--- src/rtl/reg_write_arbiter.sv ---
`default_nettype none
// ============================================================================
//  Module      : reg_write_arbiter
//  Description : Round-robin arbiter sharing the single register-file write
//                port between two requesters. Fully registered write command
//                (we/wAddr/wData) and a one-cycle ack pulse per write. At most
//                one write every two clocks (IDLE -> WRITE -> IDLE).
//  Options     : ARB_CONFLICT_CNT_EN - when defined, builds a saturating
//                8-bit counter of IDLE cycles seeing both requests; when
//                undefined, conflict_cnt is tied to 8'h00.
//  Revision    : 1.0 - initial release
// ============================================================================
module reg_write_arbiter #(
    parameter int DATA_WIDTH = 32,
    parameter int ADDR_WIDTH = 3
) (
    input  logic                  clk,
    input  logic                  reset_n,
    input  logic                  req0,
    input  logic [ADDR_WIDTH-1:0] addr0,
    input  logic [DATA_WIDTH-1:0] data0,
    input  logic                  req1,
    input  logic [ADDR_WIDTH-1:0] addr1,
    input  logic [DATA_WIDTH-1:0] data1,
    output logic                  ack0,
    output logic                  ack1,
    output logic                  we,
    output logic [ADDR_WIDTH-1:0] wAddr,
    output logic [DATA_WIDTH-1:0] wData,
    output logic [7:0]            conflict_cnt
);

    typedef enum logic [0:0] {
        ST_IDLE  = 1'b0,
        ST_WRITE = 1'b1
    } state_t;

    state_t                r_state;
    logic                  r_last_grant;
    logic                  r_we;
    logic                  r_ack0;
    logic                  r_ack1;
    logic [ADDR_WIDTH-1:0] r_waddr;
    logic [DATA_WIDTH-1:0] r_wdata;

    logic                  w_any_req;
    logic                  w_grant1;

    // Requester 1 wins when alone, or on a conflict when requester 0 was
    // served last (last_grant == 0).
    assign w_any_req = req0 | req1;
    assign w_grant1  = req1 & (~req0 | ~r_last_grant);

    // Arbitration FSM: IDLE samples requests, WRITE is the single-cycle
    // write/ack slot. Requests are ignored in WRITE so a requester dropping
    // req on the ack-ending edge never causes a duplicate write.
    always_ff @(posedge clk or negedge reset_n) begin
        if (!reset_n) begin
            r_state      <= ST_IDLE;
            r_last_grant <= 1'b1;
            r_we         <= 1'b0;
            r_ack0       <= 1'b0;
            r_ack1       <= 1'b0;
            r_waddr      <= '0;
            r_wdata      <= '0;
        end else begin
            case (r_state)
                ST_IDLE: begin
                    if (w_any_req) begin
                        r_state      <= ST_WRITE;
                        r_we         <= 1'b1;
                        r_ack0       <= ~w_grant1;
                        r_ack1       <= w_grant1;
                        r_waddr      <= w_grant1 ? addr1 : addr0;
                        r_wdata      <= w_grant1 ? data1 : data0;
                        r_last_grant <= w_grant1;
                    end else begin
                        r_we   <= 1'b0;
                        r_ack0 <= 1'b0;
                        r_ack1 <= 1'b0;
                    end
                end
                ST_WRITE: begin
                    // wAddr/wData hold; they are don't-care while we is low.
                    r_state <= ST_IDLE;
                    r_we    <= 1'b0;
                    r_ack0  <= 1'b0;
                    r_ack1  <= 1'b0;
                end
                default: begin
                    r_state <= ST_IDLE;
                    r_we    <= 1'b0;
                    r_ack0  <= 1'b0;
                    r_ack1  <= 1'b0;
                end
            endcase
        end
    end

    assign we    = r_we;
    assign ack0  = r_ack0;
    assign ack1  = r_ack1;
    assign wAddr = r_waddr;
    assign wData = r_wdata;

`ifdef ARB_CONFLICT_CNT_EN
    localparam logic [7:0] c_CNT_SAT = 8'hFF;

    logic [7:0] r_conflict_cnt;

    // Count IDLE edges where both requesters compete; saturate at the top.
    always_ff @(posedge clk or negedge reset_n) begin
        if (!reset_n) begin
            r_conflict_cnt <= 8'h00;
        end else if ((r_state == ST_IDLE) && req0 && req1 &&
                     (r_conflict_cnt != c_CNT_SAT)) begin
            r_conflict_cnt <= r_conflict_cnt + 8'd1;
        end
    end

    assign conflict_cnt = r_conflict_cnt;
`else
    assign conflict_cnt = 8'h00;
`endif

endmodule
`default_nettype wire

--- config.mk ---
export PLATFORM = sky130hd
export DESIGN_NAME = reg_write_arbiter
export DESIGN_NICKNAME = d
export VERILOG_FILES = /design/src/rtl/reg_write_arbiter.sv
export SDC_FILE = /design/constraint.sdc
export NUM_CORES = 1
export LEC_CHECK = 0
export CORE_AREA = 3 3 73 75
export CTS_CLUSTER_DIAMETER = 150
export DETAILED_ROUTE_END_ITERATION = 16
export DIE_AREA = 0 0 76 78
export PLACE_DENSITY = 0.82
export SYNTH_ARGS = -nofsm -noshare
export SYNTH_HDL_FRONTEND = slang
export SYNTH_SLANG_ARGS = --single-unit
--- constraint.sdc ---
create_clock -name clk -period 2.2 [get_ports clk]
set_input_delay 0.66 -clock clk [delete_from_list [all_inputs] [get_ports clk]]
set_output_delay 0.66 -clock clk [all_outputs]
set_load 0.02 [all_outputs]
; ---- Yosys cells after proc, flatten, opt, wreduce, memory -nomap -nowiden
; Cells that the tools add are included.
[totals]
latch_bits = 0
ff_bits = 39
ramBits = 0
memories = 0
in_bits = 74
rom_bits = 0
[classes]
add_sub_neg = 0
n_div = 0
order_cmp = 0
n_reduce_logical = 1
bitwise_logic = 7
n_shift = 0
n_eq_ne = 0
muxes = 8
multipliers = 0
[op_table]
columns = op, count
row1 = 2-to-1 mux 32 bit, 1
row2 = case mux 1 bit (2 select lines), 3
row3 = NOT 1 bit, 4
row4 = 2-to-1 mux 1 bit, 3
row5 = 2-to-1 mux 3 bit, 1
row6 = OR 1 bit, 2
row7 = AND reduction 2 bit, 1
row8 = AND 1 bit, 1

; ---- Longest topological paths before layout
[depth]
depth_word = 6
depth_mapped = 5
depth_no_buf = 4

; ---- Worst setup path after synthesis
; Ideal clock, no wire load.
[synth_path]
path_kind = in2reg
from = in req1
to = reg r_waddr[2] (netlist: wAddr[2])
path_slack_ns = 0.716
arrival_time_ns = 1.407
n_path_buf = 2
setup_ns = 0.077
cell_stages = 5
cell_sequence = o21bai_2 -> clkbuf_2 -> buf_4 -> a21oi_1 -> a21oi_1
[synth_between]
elab_chain_cells = 2
elab_cells_between_ends = 4
[synth_lines]
columns = element, line
row1 = from (decl), 22  ; input logic req1,
row2 = AND 1 bit / OR 1 bit (equally long branches), "52, 51"
row3 = 2-to-1 mux 3 bit / AND reduction 2 bit (equally long branches), n/a
row4 = to (signal assigned), 74  ; r_waddr <= w_grant1 ? addr1 : addr0;
row5 = to (decl), 43  ; logic [ADDR_WIDTH-1:0] r_waddr;
; Parallel ways exist; a longest one is shown, timed or not.
; A chain may end at the register's enable or synchronous reset.

; ---- Final worst setup path
[layout_path]
from = reg r_we (netlist: we)
to = out we
[layout_lines]
columns = element, line
row1 = from (decl), 40  ; logic r_we;
row2 = from (signal assigned), 61  ; r_we <= 1'b0;
row3 = from (signal assigned), 71  ; r_we <= 1'b1;
row4 = from (signal assigned), 78  ; r_we <= 1'b0;
row5 = to (decl), 27  ; output logic we,
; No word-level cell between the ends.

==> flow_summary.toml <==
[status]
status = "finished, final reports clean"

[sta]
max_freq_mhz = 494.6
post-route-period-util_pct = 91.90
setup_viol = 0
fin_crit_ns = 2.022
setup_tns_ns = 0
final_hold_viol_count = 0
skew_ns = 0.003762
grt_setup_unrepaired = "no"
drv_slew = 0

[floorplan]
core_area_um2 = 4723
start_util_pct = 37.83
die_area_um2 = 5928
pin_count = 120
die_h_um = 78
die_w_um = 76
num_rows = 25

[power]
p_seq_share_pct = 37.2
clockPowerShare_pct = 23.3
power.share.switching_pct = 31.19
p_int_mw = 1.811
switchingPower_mw = 0.8211
comb_power_share_pct = 39.5
leakage_nw = 1.289
finalPower_mw = 2.632
power_density_nw_per_um2 = 852.4
irDropWorstVdd_mv = 0.4385

[synth]
ys.flop_type = "dfrtp_1"
ys.warnings.count = 0
netlist_instances = 158
ys_top_cells_by_area = "dfrtp_1 53%, a221o_2 8.8%, and2_0 6.7%, a221o_1 6.2%, a21oi_1 5.6%"
synth_seq_cells = 39
async_reset_ff_share_pct = 100.0
syn-cell-area_um2 = 1787
seq_area_frac_synth_pct = 54.69
synth.distinct_cells = 25
yosysTopAreaCell = "dfrtp_1"
synth_common_cells = "38 x dfrtp_1, 20 x a21oi_1, 19 x and2_0, 14 x a221o_2, 11 x a221o_1"
synth_most_common_cell = "dfrtp_1"
synth-edff-count = 0
netlist.area_leader.share_pct = 53.22
syn_avg_cell_area_um2 = 11.31

[routing]
routed_via_density = 4.731
drt_iter0_markers = 59
num_vias = 1618
firstDrtPassIters = 4
ant_nets = 0
route.detailed.drc = 0
wl_per_cell_um = 15.22
routed_wl_mm = 5.204

[clock_tree]
h-tree-depth = 2
path_clk_slew_ns = 0.08
ctsLongestPathBuffers = 2
cts_tree = "done"
cts-resized-gates = 0
clk_latency_ns = 0.28
root_buffer = "clkbuf_8"
ctsHoldBuffers = 0
numCtsBuffers = 5
cts_setup_buffers = 0
clkSinkCount = 39

[setup_path]
reg2reg_depth = 4
crit_fanout = 5
arrival_ns = 1.36
cp.depth = 1
path_buf_inv = 1
critical_path_class = "flip-flop to output port"
slowest_delay_ns = 0.64
crit_family = "buffers and inverters"
slowest_stage = "clkdlybuf4s50_1"
endpoint_kind = "output port"
critPathRequiredTime_ns = 1.54
crit_chain = "clkdlybuf4s50_1"
startpoint_type = "flip-flop"

[cells_and_area]
drive_above_1_share_pct = 13.82
area_growth_pct = 72.83
fin_nets = 348
n_antenna_cell = 0
instances_no_fill = 342

[worst_hold_path]
min_path_type = "input port to asynchronous set/reset pin"

[global_route]
first_global_vias = 1612
grt_max_degree = 23
track_usage_pct = 17.33
antenna_found_initial = 0
overflow = 0
grt_pass1_wl_mm = 8.183

[run]
maxCapViolCount = 0

[placed_design]
post-dp-hpwl_mm = 3.921
port_buffers = 111
dp_cells = 334
gp_congestion = 0.7154
kinds of logic (layout without fill, tap and decap cells):
| group | count (synthesis) | in the layout | synth area share [%] |
|---|---|---|---|
| simple gates | 46 | 46 | 13.31 |
| compound gates | 52 | 52 | 24.58 |
| buf+inv | 20 | 130 | 7.212 |
| flops | 39 | 39 | 54.69 |
| other cells | 1 | 8 | 0.2099 |
area by class of cell:
cell class | instances | area [µm²]
clock buffers | 6 | 82.58
repair buffers | 119 | 1191
fillers | 378 | 1635
well taps | 67 | 83.83
flip-flops and latches | 39 | 977.2
inverters | 3 | 11.26
multi-input cells | 106 | 706.9
clock inverters | 2 | 35.03
cell usage in the layout (no fill, tap or decap), drive strengths merged:
| master | netlist | final |
|---|---|---|
| o21bai | 1 | 1 |
| dfrtp | 38 | 38 |
| inv | 3 | 3 |
| a211oi | 1 | 1 |
| clkbuf | 2 | 6 |
| conb | 1 | 8 |
| clkdlybuf4s50 | 0 | 110 |
| nand2 | 10 | 10 |
| a21oi | 21 | 21 |
| and2 | 25 | 25 |
| nor2 | 10 | 10 |
| bufinv | 0 | 1 |
| a221o | 25 | 25 |
| nand2b | 1 | 1 |
| a21boi | 1 | 1 |
| buf | 15 | 9 |
| a21bo | 1 | 1 |
| clkinv | 0 | 1 |
| dfstp | 1 | 1 |
| o21ai | 2 | 2 |
final timing paths:
kind | startpoint | slack (ns) | to
max reg2reg | we | 0.77 | wData[26]
max | we | 0.18 | we
min in group clk | wData[31] | 0.53 | wData[31]
min reg2reg | wData[31] | 0.53 | wData[31]
max in group asynchronous | reset_n | 1.31 | r_last_grant
min | reset_n | 0.33 | wData[2]
stage by stage:
| stage | util (%) | hold slack [ns] | cell area (µm²) | worst slack (ns) |
|---|---|---|---|---|
| floorplan | - | 0.3644 | 1813 | 0.7160 |
| global placement | 62.89 | 0.5122 | 2970 | 0.07412 |
| detailed placement | 62.89 | 0.5217 | 2970 | 0.04306 |
| CTS | 65.38 | 0.3337 | 3088 | 0.1585 |
| global route | 65.38 | 0.3387 | 3088 | 0.1259 |
| finish | 65.38 | 0.3287 | 3088 | 0.1782 |
sequential cells by signal (all words and copies together) (netlist names):
signal        count
ack0              1
wData            32
r_last_grant      1
wAddr             3
ack1              1
we                1
routing by layer:
layer	share of wire [%]	vias to the layer above	global-route usage [%]	wire length, µm
met2	48	87	28.19	2487
met1	43	747	22.15	2247
met5	0	-	0	0
met3	8.5	2	6.381	441
li1	-	782	-	-
met4	0.52	0	3.804	27
power groups by stage:
stage / combinational, mW / clock, mW / sequential, mW
5_1_grt: 1.10 / 0.657 / 0.997
4_1_cts: 1.05 / 0.630 / 0.980
6_report: 1.04 / 0.613 / 0.979
2_1_floorplan: 0.316 / 0 / 1.17
3_3_place_gp: 1.03 / 0 / 0.986
3_5_place_dp: 1.05 / 0 / 0.986
Note: power is estimated with default switching activity, not from simulation.
==> RTL change: new RTL, config.mk and constraints unchanged <==
Change the parameter `ADDR_WIDTH` from 3 to 4.
--- a/src/rtl/reg_write_arbiter.sv
+++ b/src/rtl/reg_write_arbiter.sv
@@ -12,7 +12,7 @@
 // ============================================================================
 module reg_write_arbiter #(
     parameter int DATA_WIDTH = 32,
-    parameter int ADDR_WIDTH = 3
+    parameter int ADDR_WIDTH = 4
 ) (
     input  logic                  clk,
     input  logic                  reset_n,
Ports: changed (resized addr0, addr1 and wAddr); port bits go from 120 to 123. No check against the original RTL was run, so the function may have changed too.
==> RTL change against the unedited design <==
Sequential power up 1%; sequential cell count rose by 1; clock power shrank 19%; routed wire length decreased by 3.4%; count of clock-buffer cells in the layout did not move; fmax shrank 0.37%; global-route usage increased by 0.17 points; cell area grew 0.57%; area after synthesis up 1.1%; setup slack got worse by 7.6 ps; total power shrank 3.4%.
==> RTL change: results (changes against the unedited design) <==
Clock tree
  – H-tree depth: 2 (unchanged)
  – Post_cts resized: 0 (unchanged)
  – Clk root buf: clkbuf_8 (unchanged)
  – Clk buf depth: 2 (unchanged)
  – Postcts setup bufs: 0 (unchanged)
  – Worst-skew pair later-pin latency: 280 ps (about the same)

Place
  – Number of I/O port buffers: 114 (was 111)
  – Worst slack, placed: 50.62 ps (was 43.06 ps)
  – Placed inst area: 0.003013 sq mm (was 0.002970 sq mm)
  – Post-DP HPWL: 3.778 mm (was 3.921 mm)
  – Routability cong.: 0.7433 (was 0.7154)

Min path
  – Worst hold path type: in2async (unchanged)

Setup path
  – Delay-heaviest family, CP: buffers and inverters (unchanged)
  – CP Launch Type: flip-flop (unchanged)
  – Crit path largest cell delay: 650 ps
  – CP max stage cell: clkdlybuf4s50_1 (unchanged)
  – Critical path data arrival time: 1370 ps

Finish
  – Final nets: 355 (was 348)
  – Max reg flops: 32 (unchanged)
  – Layout cell share with drive strength beyond 1: 7.857% (was 13.82%)
  – Filler Cell Count: 374 (was 378)

Yosys
  – Top post-synthesis cells by area: dfrtp_1, a221o_1, and2_0 (was dfrtp_1, a221o_2, and2_0)
  – Synth unique cells: 23 (was 25)
  – Post-synth top cells: dfrtp_1, a221o_1, and2_0, a21oi_1 (was dfrtp_1, a21oi_1, and2_0, a221o_2, a221o_1)
  – Sequential area share after synthesis: 55.51% (was 54.69%)

Power
  – Peak VDD IR: 0.0003554 V (was 0.0004385 V)
  – Leak Pwr: 0.001292 uW (was 0.001289 uW)

GRT
  – Pin count of the biggest net entering global routing: 38 (was 23)
  – First-pass GRT wire length: 8.404 mm (was 8.183 mm)
  – Vias in the first global route: 1815 (was 1612)
  – Total GRT Usage: 17.50% (was 17.33%)
  – Antenna violations before repair: 0 (unchanged)

STA
  – Skew final: 3.409 ps (was 3.762 ps)

Route
  – Via count: 1715 (was 1618)
  – 1st-iter DRT viols: 96 (was 59)
  – WL/cell: 14.48 um (was 15.22 um)

Outcome
  – Status: finished, final reports clean (unchanged)
[RTL change: changes by cell type after synthesis]
cell      delta
a21boi_1     +1
a21boi_2     -1
a221o_1     +15
a221o_2     -14
and2_0       +7
and2_1       -6
buf_2        -1
clkbuf_1     +1
dfrtp_1      +1
[RTL change: path summary, 6_finish.rpt]
kind | start | to | slack [ps] | cells past startpoint
worst max-delay path | we | we | 170 | 1
worst min-delay path | reset_n | wData[27] | 320 | 1
worst max register to register | we | wAddr[3] | 790 | 5
worst min register to register | wData[26] | wData[26] | 540 | 2
max in group asynchronous | reset_n | r_last_grant | 1330 | 2
min in group clk | wData[26] | wData[26] | 540 | 2
[RTL change: logic make-up after synthesis]
| logic type | count (synthesis) | synth area share, % |
|---|---|---|
| and+or+nand+nor | 47 | 13.51 |
| buffers and inverters | 20 | 7.068 |
| AOI/OAI and AO/OA | 53 | 23.70 |
| DFF | 40 | 55.51 |
| other | 1 | 0.2077 |
[RTL change: layout make-up]
class / instances / area, sq um / area share, %
inverters: 3 / 11.26 / 0.3626
flip-flops and latches: 40 / 1002 / 32.27
multi-input cells: 108 / 701.9 / 22.60
clock buffers: 6 / 82.58 / 2.659
clock inverters: 2 / 10.01 / 0.3223
repair buffers: 121 / 1214 / 39.08
well taps: 67 / 83.83 / 2.699
[RTL change: where the power goes]
part / switching, uW / total [uW] / internal (uW)
Sequential: 89.3 / 993 / 904
Clock: 245 / 495 / 250
Combinational: 493 / 1050 / 562
[RTL change: per-stage QoR]
| step | total power [uW] | std cells |
|---|---|---|
| global placement | 2054 | 339 |
| detailed placement | 2070 | 339 |
| CTS | 2582 | 347 |
| floorplan | 1511 | 168 |
| global route | 2690 | 347 |
| finish | 2543 | 347 |
[RTL change: metal layers]
| layer | vias to the layer above | global-route usage (%) | share of wire [%] | routed length (um) |
|---|---|---|---|---|
| li1 | 797 | - | - | - |
| met1 | 816 | 21.57 | 40 | 2032 |
| met2 | 95 | 28.55 | 47 | 2374 |
| met3 | 7 | 6.265 | 11 | 558 |
| met4 | 0 | 5.978 | 1.2 | 60 |
| met5 | - | 0 | 0 | 0 |
